<file path="src/rtl/lsu_ctrl.sv">
// lsu_ctrl: load/store sequencer between core datapath and byte-addressed data memory
// Ports: clk/reset (sync, active-high); req_i/store_i/funct3_i/addr_i/wdata_i request from core;
//        busy_o/done_o/err_o/rdata_o response to core; daddr_o/dwdata_o/dwe_o/dce_o to memory;
//        drdata_i/dvalid_i/derror_i from memory.
module lsu_ctrl #(
    parameter logic [31:0] ADDR_LIMIT = 32'd128,
    parameter int          TIMEOUT    = 8
) (
    input  logic        clk,
    input  logic        reset,
    input  logic        req_i,
    input  logic        store_i,
    input  logic [2:0]  funct3_i,
    input  logic [31:0] addr_i,
    input  logic [31:0] wdata_i,
    output logic        busy_o,
    output logic        done_o,
    output logic        err_o,
    output logic [31:0] rdata_o,
    output logic [31:0] daddr_o,
    output logic [31:0] dwdata_o,
    output logic [3:0]  dwe_o,
    output logic        dce_o,
    input  logic [31:0] drdata_i,
    input  logic        dvalid_i,
    input  logic        derror_i
);
    localparam int CW = $clog2(TIMEOUT + 1);
    typedef enum logic [1:0] {IDLE, ACCESS, RESP} state_t;
    state_t        r_state;
    logic          r_store;
    logic [2:0]    r_funct3;
    logic [1:0]    r_off;
    logic [CW-1:0] r_cnt;
    logic          w_illegal;
    logic [3:0]    w_dwe;
    logic [31:0]   w_dwdata;
    logic [31:0]   w_sh;
    logic [31:0]   w_load;
    always_comb begin
        w_illegal = (store_i ? funct3_i > 3'd2 : !(funct3_i inside {3'd0, 3'd1, 3'd2, 3'd4, 3'd5}))
                  || (funct3_i[1:0] == 2'b01 && addr_i[0])
                  || (funct3_i[1:0] == 2'b10 && addr_i[1:0] != 2'b00)
                  || addr_i >= ADDR_LIMIT;
        w_dwe = !store_i ? 4'b0000 :
                funct3_i[1:0] == 2'b00 ? 4'b0001 << addr_i[1:0] :
                funct3_i[1:0] == 2'b01 ? 4'b0011 << addr_i[1:0] : 4'b1111;
        w_dwdata = funct3_i[1:0] == 2'b00 ? {4{wdata_i[7:0]}} :
                   funct3_i[1:0] == 2'b01 ? {2{wdata_i[15:0]}} : wdata_i;
        // bring the addressed byte/half down to bit 0 before extension
        w_sh = drdata_i >> {r_off, 3'b000};
        w_load = r_funct3 == 3'd0 ? {{24{w_sh[7]}}, w_sh[7:0]} :
                 r_funct3 == 3'd1 ? {{16{w_sh[15]}}, w_sh[15:0]} :
                 r_funct3 == 3'd4 ? {24'd0, w_sh[7:0]} :
                 r_funct3 == 3'd5 ? {16'd0, w_sh[15:0]} : w_sh;
    end
    always_ff @(posedge clk) begin
        if (reset) begin
            r_state  <= IDLE;
            r_store  <= 1'b0;
            r_funct3 <= 3'd0;
            r_off    <= 2'd0;
            r_cnt    <= '0;
            busy_o   <= 1'b0;
            done_o   <= 1'b0;
            err_o    <= 1'b0;
            rdata_o  <= 32'd0;
            daddr_o  <= 32'd0;
            dwdata_o <= 32'd0;
            dwe_o    <= 4'd0;
            dce_o    <= 1'b0;
        end else begin
            case (r_state)
                IDLE: begin
                    done_o <= 1'b0;
                    err_o  <= 1'b0;
                    if (req_i) begin
                        r_store  <= store_i;
                        r_funct3 <= funct3_i;
                        r_off    <= addr_i[1:0];
                        busy_o   <= 1'b1;
                        if (w_illegal) begin
                            r_state <= RESP;
                            done_o  <= 1'b1;
                            err_o   <= 1'b1;
                        end else begin
                            r_state  <= ACCESS;
                            dce_o    <= 1'b1;
                            dwe_o    <= w_dwe;
                            daddr_o  <= addr_i;
                            dwdata_o <= w_dwdata;
                        end
                    end
                end
                ACCESS: begin
                    r_cnt <= r_cnt + 1'b1;
                    // dvalid_i takes priority over a timeout expiring in the same cycle
                    if (dvalid_i || r_cnt == CW'(TIMEOUT - 1)) begin
                        r_state <= RESP;
                        done_o  <= 1'b1;
                        err_o   <= dvalid_i ? derror_i : 1'b1;
                        dce_o   <= 1'b0;
                        dwe_o   <= 4'd0;
                        r_cnt   <= '0;
                        if (dvalid_i && !derror_i && !r_store) rdata_o <= w_load;
                    end
                end
                RESP: begin
                    r_state <= IDLE;
                    done_o  <= 1'b0;
                    err_o   <= 1'b0;
                    busy_o  <= 1'b0;
                    r_cnt   <= '0;
                end
                default: r_state <= IDLE;
            endcase
        end
    end
endmodule

</file>
<file path="config.mk">
export PLATFORM = sky130hd
export DESIGN_NAME = lsu_ctrl
export DESIGN_NICKNAME = d
export VERILOG_FILES = /design/src/rtl/lsu_ctrl.sv
export SDC_FILE = /design/constraint.sdc
export NUM_CORES = 1
export LEC_CHECK = 0
export BUFFER_PORTS_ARGS = -buffer_cell sky130_fd_sc_hd__buf_2
export CAP_MARGIN = 25
export CELL_PAD_IN_SITES_DETAIL_PLACEMENT = 0
export CELL_PAD_IN_SITES_GLOBAL_PLACEMENT = 1
export CORE_ASPECT_RATIO = 0.7
export CORE_UTILIZATION = 38
export DETAILED_ROUTE_END_ITERATION = 6
export PLACE_DENSITY = 0.86
export SKIP_LAST_GASP = 1
export SLEW_MARGIN = 40
export SYNTH_ARGS = -nofsm -noshare
export SYNTH_HDL_FRONTEND = slang
export SYNTH_SLANG_ARGS = --single-unit
</file>
<file path="constraint.sdc">
create_clock -name clk -period 4.5 [get_ports clk]
set_clock_uncertainty 0.05 [all_clocks]
set_input_delay 0.45 -clock clk [delete_from_list [all_inputs] [get_ports clk]]
set_output_delay 0.45 -clock clk [all_outputs]
set_load 0.01 [all_outputs]
</file>
==> run metrics, run 1 <==
startpoint type of the worst setup path flop; Post-DRT Antenna Nets 0; Synth area leader dfxtp_1; area fraction of the dominant cell type after synthesis 44.8%; max_cap viols 0; worst hold path class in2reg; leading post-synthesis cells by cell area dfxtp_1 (45%), mux2i_1 (12%), o21ai_0 (4.8%); Crit path max-delay family simple AND/OR/NAND/NOR gates; vias in the first global route 4,631; slowest stage cell, crit path buf_4; hold_buf cts 0; clock buffer depth 2; Synth Instances 584; P&R area growth vs syn 33.2%; Crit Path Max Fanout 57; Ports 209; first-pass GRT wire length 23,000 um; Crit. End Element flop; Core Area 13,200 um2; CTS tree built; chip width 142 um; H-Tree Depth 4; Fin Setup TNS 0 ns; WS Path Type reg2reg; Fmax 345 MHz; DP HPWL 10,600 um; initial antenna violation count 0; Antenna Cells 0; die area 14,100 um2; via/cell ratio 5.00; number of synthesized flops with an enable pin 0; dpl cells 940; share of flip-flops with an asynchronous set or reset 0%; Arr. time, crit path 3.18 ns; Synth Register Bits 116; post-layout util 52.2%; Port-buffer cells 208; Pins Over Slew Limit 0; GRT overflow 0; most frequent cells in the layout buf_2 (208), dfxtp_1 (116), nand2_1 (63), mux2i_1 (63), o21ai_0 (50); RSZ-0062 raised after global routing false; worst-skew pair later-pin latency 0.41 ns; CTS Buf Count 17; post-CTS sizing 0; Critical Path RT 4.78 ns; Finished Layout Cells 972; Sink Count 116; endpoints failing setup 0; pin count of the biggest net entering global routing 62; Critical Path, Cell by Cell inv_1 -> ha_1 -> nand2_1 -> nor4_4 -> buf_4 -> nand4_1 -> o2bb2ai_1; Main synth FF type dfxtp_1; slowest stage delay, CP 0.63 ns; Worst-Margin Slew 0.805 ns; Syn Nets 698; WL/cell 15.0 um; Fin. Hold Viols 0; VDD IR max 0.266 mV; 1st-pass router iterations 5; Die Height 99.7 um; total global-route track usage 21.0%; # nets final 888; Row Count 35; WHS 0.235 ns; buffer and inverter count on the worst path 2; fraction of layout cells with a size suffix above 1 33.8%; Iter 0 DRT Violations 341; post-route clock period utilization 64.4%; clk root buf clkbuf_16; Ys Warns 0; clk slew on worst S/H paths 0.06 ns; Post-route DRC 0; normalized max-slew margin 46.0%; gp weighted congestion 0.890; commonest non-fill, non-tap cell in the layout buf_2; Final min period 2.90 ns; Static Leak 3.08 nW; postcts setup bufs 0; PwrDens 372 nW/um2; Vias 4,859; status finished, final reports clean; number of distinct library cells after synthesis 42; WL final 14,500 um; sequential share of the synthesized area 44.8%; Avg Inst Size Synth 8.88 um2; area of the mapped netlist 5180 um2; Starting Density 39.2%
## synth_stat cells, types with 2 or more instances
cell type,count
dfxtp_1,116
inv_1,8
nand2b_1,2
o211ai_1,8
a21oi_1,47
nor4_1,5
buf_2,11
clkbuf_1,23
buf_6,3
nor2_1,51
o21ai_0,50
and2_1,26
nor2b_1,4
nand2_1,63
ha_1,9
a211oi_1,16
nand4b_1,2
or3_1,2
nand4_1,2
a21o_1,8
nor3_1,14
nand3_1,10
mux2i_1,63
buf_1,6
o2bb2ai_1,5
a211oi_2,3
mux2_2,9
a31oi_1,4
## per-layer routing
layer / routed length [um] / track usage (%) / up-vias
li1: - / - / 2438
met1: 6930 / 27.9 / 2223
met2: 6110 / 31.3 / 179
met3: 1270 / 7.66 / 19
met4: 237 / 7.44 / 0
met5: 0 / 0 / -
## state kept, by name, indices dropped and copies added, names as in the netlist
| signal | cells |
|---|---|
| busy_o | 1 |
| dwe_o | 4 |
| r_cnt | 4 |
| daddr_o | 32 |
| r_store | 1 |
| r_state | 2 |
| dwdata_o | 32 |
| r_off | 2 |
| err_o | 1 |
| dce_o | 1 |
| r_funct3 | 3 |
| rdata_o | 32 |
| done_o | 1 |
## worst paths after layout
kind	slack, ns	to	startpoint	depth (start not counted)
setup / recovery	1.60	dwe_o[2]$_SDFFE_PP0P_	r_state[0]$_SDFFE_PP0P_	7
hold / removal	0.23	daddr_o[3]$_SDFFE_PP0P_	addr_i[3]	3
setup reg to reg	1.60	dwe_o[2]$_SDFFE_PP0P_	r_state[0]$_SDFFE_PP0P_	7
hold reg to reg	0.41	rdata_o[2]$_SDFFE_PP0P_	rdata_o[2]$_SDFFE_PP0P_	2
## through the flow
stage / power, mW / worst slack, ns / instance area [um2]
floorplan: 1.20 / 2.48 / 5180
global placement: 1.29 / 1.71 / 6310
detailed placement: 1.29 / 1.69 / 6320
CTS: 2.59 / 1.67 / 6890
global route: 2.68 / 1.32 / 6900
finish: 2.57 / 1.60 / 6900
## report_power, final
group	switching, mW	internal [mW]	leakage, nW
Combinational	0.139	0.0950	1.86
Sequential	0.00849	1.03	0.936
Clock	0.497	0.794	0.280
Total	0.644	1.92	3.08
## area by class of cell
class | instances | area [um2]
clock buffers | 19 | 453
clock inverters | 13 | 125
fillers | 1251 | 6320
inverters | 8 | 30.0
multi-input cells | 417 | 2660
flip-flops and latches | 116 | 2320
well taps | 185 | 231
repair buffers | 214 | 1090
## worst min-delay path: cells and delay by family
kind | cells | cell delay (ns)
buffers and inverters | 1 | 0.08
AND/OR/NAND/NOR | 1 | 0.07
multiplexers | 1 | 0.06
## cells by family after synthesis
kind of cell	share of synthesized area (%)
flops	44.8
compound gates	17.2
fa+ha+maj	2.17
mux	14.1
buf+inv	4.39
simple gates	17.3
Note: power is estimated with default switching activity, not from simulation.
==> run 2: changes to the inputs <==
Settings changed: CORE_UTILIZATION 38 to 32, PLACE_DENSITY 0.86 to 0.77.
Clock period 4.5 ns to 2.48 ns, I/O delays scaled along.
==> run 2 against run 1 <==
  * Global-route usage fell by 1.8 points
  * Power rose by 83%
  * Largest cell class unchanged
  * Sequential power rose by 82%
  * Design area rose by 2.3%
  * Non-clock buffer count rose by 18
  * Flip-flop and latch count did not move
  * Die area rose by 18%
  * Clock power rose by 84%
  * Utilization fell by 7.1 points
  * Critical path depth fell by 2
  * Register-to-register slack got worse by 1.2 ns
==> run metrics, run 2 (synthesized netlist as in run 1, its figures left out) <==
chip width 154 um; clk root buf clkbuf_16; dpl cells 973; PnR worst setup slack 0.414 ns; first-pass GRT wire length 24,900 um; WL final 16,000 um; Core Area 15,600 um2; clk slew on worst S/H paths 0.06 ns; post-route clock period utilization 83.3%; Iter 0 DRT Violations 361; Post-route DRC 0; Die Height 109 um; max_cap viols 0; DP HPWL 11,900 um; clock buffer depth 2; H-Tree Depth 4; total global-route track usage 19.2%; Seq. cell area 2320 um2; Starting Density 33.1%; pin count of the biggest net entering global routing 33; startpoint type of the worst setup path flop; via/cell ratio 4.83; Fmax 484 MHz; 1st-pass router iterations 5; WL/cell 15.9 um; Crit. End Element flop; status finished, final reports clean; Worst-Margin Slew 0.692 ns; WS Path Type reg2reg; Vias 4,857; Final min period 2.07 ns; Port-buffer cells 208; vias in the first global route 4,473; Total Power 4.71 mW; postcts setup bufs 0; Crit Path Max Fanout 20; commonest non-fill, non-tap cell in the layout buf_2; Finished Layout Cells 1,005; multi-input combinational cell area 2640 um2; PwrDens 666 nW/um2; endpoints failing setup 0; fraction of layout cells with a size suffix above 1 34.9%; worst hold path class in2reg; biggest regs daddr_o: 32 flops, dwdata_o: 32 flops, rdata_o: 32 flops; DP Worst Slack 0.331 ns; GRT overflow 0; CTS tree built; # nets final 906; Fin. Hold Viols 0; Arr. time, crit path 2.29 ns; fill count 1,557; Pins Over Slew Limit 0; die area 16,700 um2; most frequent cells in the layout buf_2 (208), dfxtp_1 (116), nand2_1 (63), mux2i_1 (63), nor2_1 (51); VDD IR max 0.353 mV; P&R area growth vs syn 36.2%; Critical Path RT 2.70 ns; RSZ-0062 raised after global routing false; Sink Count 116; hold_buf cts 0; normalized max-slew margin 53.5%; Post-DRT Antenna Nets 0; initial antenna violation count 0; Ports 209; Row Count 38; post-layout util 45.1%; CTS Buf Count 17; Static Leak 3.18 nW; Antenna Cells 0; Fin Setup TNS 0 ns; worst-skew pair later-pin latency 0.40 ns; gp weighted congestion 0.818; post-CTS sizing 0
## run 2: metrics by stage
step	hold WS [ns]	instance area [um2]
floorplan	0.345	5180
global placement	0.388	6490
detailed placement	0.389	6490
CTS	0.0162	7060
global route	0.0272	7060
finish	0.0339	7060
## run 2: path summary, 6_finish.rpt
kind	startpoint	endpoint	slack, ns	depth (start not counted)
setup reg to reg	r_off[1]$_SDFFE_PP0P_	rdata_o[30]$_SDFFE_PP0P_	0.41	5
hold / removal	addr_i[3]	daddr_o[3]$_SDFFE_PP0P_	0.03	3
setup / recovery	r_off[1]$_SDFFE_PP0P_	rdata_o[30]$_SDFFE_PP0P_	0.41	5
hold reg to reg	rdata_o[4]$_SDFFE_PP0P_	rdata_o[4]$_SDFFE_PP0P_	0.41	2
## run 2: metal layers
layer  wire length (um)  global-route usage, %  part of all wire (%)
met3                849                   4.89                   5.3
met5                  0                      0                     0
met2               6490                   26.1                    41
met1               8560                   29.3                    53
met4                110                   4.93                  0.69
## run 2: layout make-up
type	instances	area share, %
clock buffers	17	6.02
multi-input cells	417	37.4
well taps	200	3.54
repair buffers	232	17.6
clock inverters	15	2.07
flip-flops and latches	116	32.9
inverters	8	0.425
## run 2: where the power goes
group | leakage (nW) | switching (mW) | internal [mW]
Clock | 0.287 | 0.962 | 1.41
Sequential | 0.936 | 0.0156 | 1.88
Combinational | 1.96 | 0.259 | 0.185
## run 2: critical path, stage by stage, from the launching register on
cell and delay (ns):
dfxtp_1 0.57, mux2i_1 0.30, a21oi_1 0.17, a21oi_1 0.52, buf_12 0.23, a31oi_1 0.09
